--- src/rtl/atm_pkg.sv ---
// Shared keypad definitions: default widths, digit limits and the entry state enum,
// plus small helpers for decoding the ten digit keys.
package atm_pkg;

    localparam int P_WIDTH_DEF     = 16;
    localparam int B_WIDTH_DEF     = 20;
    localparam int PWD_DIGITS      = 4;
    localparam int CONV_CYCLES_DEF = 6;
    localparam int NUM_KEYS        = 13;

    typedef enum logic [1:0] {
        ST_IDLE,
        ST_ENTRY,
        ST_CONVERT
    } kp_state_e;

    function automatic logic [3:0] count_keys(input logic [9:0] k);
        logic [3:0] n;
        n = '0;
        for (int i = 0; i < 10; i++) begin
            n = n + {3'b000, k[i]};
        end
        return n;
    endfunction

    // Only meaningful when exactly one bit of k is set.
    function automatic logic [3:0] key_to_bcd(input logic [9:0] k);
        logic [3:0] d;
        d = '0;
        for (int i = 0; i < 10; i++) begin
            if (k[i]) d = 4'(i);
        end
        return d;
    endfunction

endpackage

--- src/rtl/key_edge.sv ---
// Rising-edge detector for the keypad keys. Edges are suppressed on the first
// cycle after reset so that keys held through reset release never register.
module key_edge
    import atm_pkg::*;
#(
    parameter int N_KEYS = NUM_KEYS
) (
    input  logic              clk,
    input  logic              rst,
    input  logic [N_KEYS-1:0] keys_i,
    output logic [N_KEYS-1:0] edges_o
);

    logic [N_KEYS-1:0] level_q;
    logic              armed_q;

    always_ff @(posedge clk or negedge rst) begin
        if (!rst) begin
            level_q <= '0;
            armed_q <= 1'b0;
        end else begin
            level_q <= keys_i;
            armed_q <= 1'b1;
        end
    end

    assign edges_o = armed_q ? (keys_i & ~level_q) : '0;

endmodule

--- src/rtl/keypad_entry.sv ---
// Keypad entry controller: collects BCD digits for a 4-digit password or a decimal
// amount, supports correct/cancel, and converts amounts to binary one digit per cycle.
module keypad_entry
    import atm_pkg::*;
#(
    parameter int P_WIDTH     = P_WIDTH_DEF,
    parameter int B_WIDTH     = B_WIDTH_DEF,
    parameter int CONV_CYCLES = CONV_CYCLES_DEF
) (
    input  logic               clk,
    input  logic               rst,
    input  logic [9:0]         buttons,
    input  logic               enter_button,
    input  logic               cancel_button,
    input  logic               correct_button,
    input  logic               amount_mode,
    output logic [P_WIDTH-1:0] in_password,
    output logic [B_WIDTH-1:0] entry_value,
    output logic               entry_valid,
    output logic               cancel_pulse,
    output logic               key_error,
    output logic [2:0]         digit_count
);

    localparam int ST_W = CONV_CYCLES * 4;

    logic [NUM_KEYS-1:0] key_lvl;
    logic [NUM_KEYS-1:0] key_edges;

    assign key_lvl = {cancel_button, correct_button, enter_button, buttons};

    key_edge #(.N_KEYS(NUM_KEYS)) u_key_edge (
        .clk    (clk),
        .rst    (rst),
        .keys_i (key_lvl),
        .edges_o(key_edges)
    );

    kp_state_e          state_q;
    logic [ST_W-1:0]    store_q;
    logic [B_WIDTH-1:0] acc_q;
    logic [2:0]         cnt_q;
    logic [2:0]         conv_q;
    logic               mode_q;
    logic [P_WIDTH-1:0] pwd_q;
    logic [B_WIDTH-1:0] value_q;
    logic               valid_q;
    logic               cancel_q;
    logic               error_q;

    logic [9:0]         dig_e;
    logic               enter_e, correct_e, cancel_e;
    logic               any_dig, one_dig;
    logic [3:0]         dig_bcd;
    logic [2:0]         digit_limit;
    logic [3:0]         top_nib;
    logic [B_WIDTH-1:0] acc_d;

    assign dig_e       = key_edges[9:0];
    assign enter_e     = key_edges[10];
    assign correct_e   = key_edges[11];
    assign cancel_e    = key_edges[12];
    assign any_dig     = |dig_e;
    assign one_dig     = (count_keys(dig_e) == 4'd1);
    assign dig_bcd     = key_to_bcd(dig_e);
    assign digit_limit = mode_q ? 3'(CONV_CYCLES) : 3'(PWD_DIGITS);

    // Digits sit right-aligned in the store, so the top nibble supplies the
    // leading zero padding before the real digits arrive MS first.
    assign top_nib = store_q[ST_W-1 -: 4];
    assign acc_d   = (acc_q * B_WIDTH'(10)) + B_WIDTH'(top_nib);

    always_ff @(posedge clk or negedge rst) begin
        if (!rst) begin
            state_q  <= ST_IDLE;
            store_q  <= '0;
            acc_q    <= '0;
            cnt_q    <= '0;
            conv_q   <= '0;
            mode_q   <= 1'b0;
            pwd_q    <= '0;
            value_q  <= '0;
            valid_q  <= 1'b0;
            cancel_q <= 1'b0;
            error_q  <= 1'b0;
        end else begin
            valid_q  <= 1'b0;
            cancel_q <= 1'b0;
            error_q  <= 1'b0;
            if (cancel_e) begin
                state_q  <= ST_IDLE;
                store_q  <= '0;
                acc_q    <= '0;
                cnt_q    <= '0;
                conv_q   <= '0;
                cancel_q <= 1'b1;
            end else begin
                case (state_q)
                    ST_IDLE: begin
                        if (enter_e || correct_e) begin
                            error_q <= 1'b1;
                        end else if (any_dig) begin
                            if (!one_dig) begin
                                error_q <= 1'b1;
                            end else begin
                                store_q <= {store_q[ST_W-5:0], dig_bcd};
                                cnt_q   <= 3'd1;
                                mode_q  <= amount_mode;
                                state_q <= ST_ENTRY;
                            end
                        end
                    end
                    ST_ENTRY: begin
                        if (enter_e) begin
                            if (mode_q) begin
                                acc_q   <= '0;
                                conv_q  <= '0;
                                state_q <= ST_CONVERT;
                            end else if (cnt_q == 3'(PWD_DIGITS)) begin
                                pwd_q   <= store_q[P_WIDTH-1:0];
                                valid_q <= 1'b1;
                                store_q <= '0;
                                cnt_q   <= '0;
                                state_q <= ST_IDLE;
                            end else begin
                                error_q <= 1'b1;
                            end
                        end else if (correct_e) begin
                            store_q <= {4'h0, store_q[ST_W-1:4]};
                            cnt_q   <= cnt_q - 3'd1;
                            if (cnt_q == 3'd1) state_q <= ST_IDLE;
                        end else if (any_dig) begin
                            if (!one_dig || cnt_q >= digit_limit) begin
                                error_q <= 1'b1;
                            end else begin
                                store_q <= {store_q[ST_W-5:0], dig_bcd};
                                cnt_q   <= cnt_q + 3'd1;
                            end
                        end
                    end
                    ST_CONVERT: begin
                        acc_q   <= acc_d;
                        store_q <= {store_q[ST_W-5:0], 4'h0};
                        conv_q  <= conv_q + 3'd1;
                        if (conv_q == 3'(CONV_CYCLES - 1)) begin
                            value_q <= acc_d;
                            valid_q <= 1'b1;
                            store_q <= '0;
                            acc_q   <= '0;
                            cnt_q   <= '0;
                            conv_q  <= '0;
                            state_q <= ST_IDLE;
                        end
                    end
                    default: state_q <= ST_IDLE;
                endcase
            end
        end
    end

    assign in_password  = pwd_q;
    assign entry_value  = value_q;
    assign entry_valid  = valid_q;
    assign cancel_pulse = cancel_q;
    assign key_error    = error_q;
    assign digit_count  = cnt_q;

endmodule

--- config.mk ---
export PLATFORM = sky130hd
export DESIGN_NAME = keypad_entry
export DESIGN_NICKNAME = d
export VERILOG_FILES = /design/src/rtl/atm_pkg.sv /design/src/rtl/key_edge.sv /design/src/rtl/keypad_entry.sv
export SDC_FILE = /design/constraint.sdc
export NUM_CORES = 1
export LEC_CHECK = 0
export ABC_AREA = 0
export CAP_MARGIN = 25
export CORE_MARGIN = 3
export CORE_UTILIZATION = 58
export DETAILED_ROUTE_END_ITERATION = 8
export GPL_TIMING_DRIVEN = 1
export PLACE_DENSITY = 0.81
export SYNTH_ARGS = -nofsm -noshare
export SYNTH_HDL_FRONTEND = slang
export SYNTH_SLANG_ARGS = --single-unit
--- constraint.sdc ---
create_clock -name clk -period 15.55 [get_ports clk]
set_clock_uncertainty 0.1 [all_clocks]
set_input_delay 1.555 -clock clk [delete_from_list [all_inputs] [get_ports clk]]
set_output_delay 1.555 -clock clk [all_outputs]
set_load 0.02 [all_outputs]
==> key figures <==
Synth
  • Mux cell area share after synthesis: 0.0431
  • Post-Syn Nets: 672
  • Netlist cell types: 52
  • Part of the Yosys area used for sequential elements: 0.444
  • Cell taking the most area after synthesis: dfrtp_1
  • Syn Inst Count: 603
  • Largest family of logic cells by synthesized area: compound AO/OA/AOI/OAI gates
  • Synth warnings: 0
  • Netlist Area Pre-Place: 5920 µm²
  • Most instantiated library cell after synthesis: dfrtp_1
  • Synth Register Bits: 105
  • Post-Synth Simple-Gate Area: 0.151
  • Top_reg_cell synth: dfrtp_1
  • Post-Synth XOR/XNOR Area: 0.0473
  • Synth cell count leaders: dfrtp_1, nand2_1, o21ai_0
  • Post-synth ARST share: 1.00
  • Post-synth EDFFs: 0
  • Post-Synth Adder-Cell Area: 0.122
  • Syn_area_per_cell: 9.82 µm²
  • Top cell type's share of synthesized area: 0.444
  • Compound-gate portion of the synthesized area: 0.155
  • Ranking of synthesized cells by area: dfrtp_1, ha_1, o21ai_0

Global routing
  • Antenna violations before repair: 0
  • Vias in the first global route: 4629
  • Largest net degree at the start of global routing: 62
  • Busiest grt layer: met2
  • Met3 usage: 0.0427
  • Total gr overflow: 0
  • M1 GR Usage: 0.310
  • Met2 Track Usage GR: 0.405
  • First-pass GRT wire length: 21.9 mm
  • Total track usage: 0.238

Timing
  • Final Slew Violations: 0
  • Setup repair after global routing missed its margin: false
  • Fmax: 0.145 GHz
  • Period utilisation layout: 0.444
  • Worst slew pin tran: 0.992 ns
  • Final TNS setup: 0 ns
  • Count of final setup violators: 0
  • Relative slew slack: 0.336
  • Final Hold Viols: 0
  • Hold slack: 0.393 ns
  • Min Tclk post-route: 6.90 ns
  • Setup ws final: 8.65 ns

Worst setup path
  • Worst setup EP type: register
  • Worst reg2reg path startpoint: u_key_edge.armed_q
  • Kind of critical path: primary input to register
  • CP arrival: 7.08 ns
  • CP max FO: 49
  • CP required: 15.73 ns
  • Startpoint types: primary input
  • Crit path launch: buttons[3]

Clocking
  • # hold bufs at CTS: 0
  • Total CTS buffers: 9
  • Worst-skew pair later-pin latency: 0.39 ns
  • CTS Sinks: 105
  • CTS-repair resized insts: 0
  • CTS tree: built
  • Clk slew on worst S/H paths: 0.10 ns
  • Max clock buf depth: 2
  • Post-CTS setup buffers: 0
  • Root Buffer Master: clkbuf_8
  • H-Tree Level Count: 3

Drt
  • WL final: 12.9 mm
  • Via density: 5.95
  • Iter 0 DRT Violations: 303
  • Final ANT Viol Nets: 0
  • Drt pass-1 iters: 5
  • Routed len/inst: 16.3 µm
  • Vias: 4697
  • Post-route DRC violation count: 0

Floorplanning
  • Die height: 107 µm
  • Die area: 11500 µm²
  • Ports: 58
  • Starting Density: 0.600
  • Die W: 107 µm
  • Placement row count: 36
  • Core Footprint: 9860 µm²

Power and ir drop
  • PwrDens: 108 nW/µm²
  • Pwr Total: 736 µW
  • Leakage: 3.11 nW
  • Maximum VDD drop: 0.0000803 V

Placed design
  • Area of placed instances: 6600 µm²
  • Number of port buffers: 57
  • Post-DP HPWL: 9.48 mm
  • GPL Wtd Cong: 0.905
  • Dpl cells: 773
  • Post-place setup slack: 8.32 ns

Cells and area
  • Share of layout cells above drive strength 1: 0.0731
  • Fin area: 6830 µm²
  • Final nets: 721
  • Area grow syn2layout: 15.3%
  • Final Util: 0.692
  • Antenna Cells: 0
  • Post-route non-filler standard cell count: 790
  • Fill count: 712

Min path
  • HP Start: entry_value[8]
  • Hold crit path type: register to register

Flow run
  • MaxCap Viol Count: 0

Status
  • Outcome: complete, no violations
-- logic make-up after synthesis --
group	after synthesis
buffers and inverters	56
multiplexers	23
AND/OR/NAND/NOR	183
other	1
AO/OA/AOI/OAI	150
adder cells (fa/ha/maj)	53
flip-flops	105
XOR/XNOR	32
-- flip-flops by register name (all words and copies together), names as in the netlist --
| name | cells |
|---|---|
| digit_count | 3 |
| entry_value | 20 |
| state_q | 2 |
| in_password | 16 |
| key_error | 1 |
| conv_q | 3 |
| acc_q | 19 |
| cancel_pulse | 1 |
| u_key_edge.level_q | 13 |
| mode_q | 1 |
| store_q | 24 |
| entry_valid | 1 |
| u_key_edge.armed_q | 1 |
-- path summary, 6_finish.rpt --
path | endpoint | slack [ns] | depth (start not counted)
min in group asynchronous | u_key_edge.level_q[0] | 1.04 | 1
max in group asynchronous | entry_value[16] | 13.15 | 2
setup reg to reg | digit_count[2] | 9.69 | 18
setup / recovery | digit_count[2] | 8.65 | 20
hold / removal | entry_value[8] | 0.39 | 2
hold reg to reg | entry_value[8] | 0.39 | 2
-- worst max-delay path, cell delays in order --
cell and delay [ns]:
clkdlybuf4s50_1 0.46, nor2b_1 0.22, nand2_1 0.12, fa_1 0.54
fa_1 0.54, fa_1 0.41, inv_1 0.06, ha_1 0.16
inv_1 0.06, fa_1 0.37, a2111oi_0 0.42, a21o_1 0.14
nand3_1 0.10, or2_1 0.29, a22o_1 0.21, a222oi_1 0.34
buf_4 0.46, and2_1 0.30, nand2_1 0.08, a22o_1 0.23
-- power by group --
group | internal, mW | switching [mW] | total (mW)
clock network | 0.0662 | 0.102 | 0.168
logic | 0.0848 | 0.125 | 0.210
registers | 0.314 | 0.0440 | 0.358
-- layout make-up --
cell class	instances	area, µm²	area share
inverter	31	116	0.0170
sequential	105	2630	0.385
timing repair buffer	63	633	0.0927
clock inverter	6	60.1	0.00880
multi-input combinational	442	3090	0.452
tap	133	166	0.0244
clock buffer	10	138	0.0202
-- cell usage in the layout, fill, tap and decap left out, drive strengths merged, types with 4 or more instances in the layout --
cell type,instances
dfrtp,105
nand2,60
o21ai,58
clkdlybuf4s50,56
ha,45
nor2,39
inv,34
a21oi,32
xnor2,26
nand3,20
mux2,20
a22oi,17
nand3b,12
nand2b,11
nand4,10
clkbuf,10
fa,8
a21o,7
a22o,7
buf,7
nor3,6
xor2,6
nor2b,5
and3,4
o211ai,4
a31oi,4
-- metal layers --
metal | routed length [µm] | up-vias
met4 | 215 | 0
li1 | - | 2234
met5 | 0 | -
met3 | 611 | 22
met1 | 5680 | 2315
met2 | 6410 | 126
(Power assumes the default switching activity.)
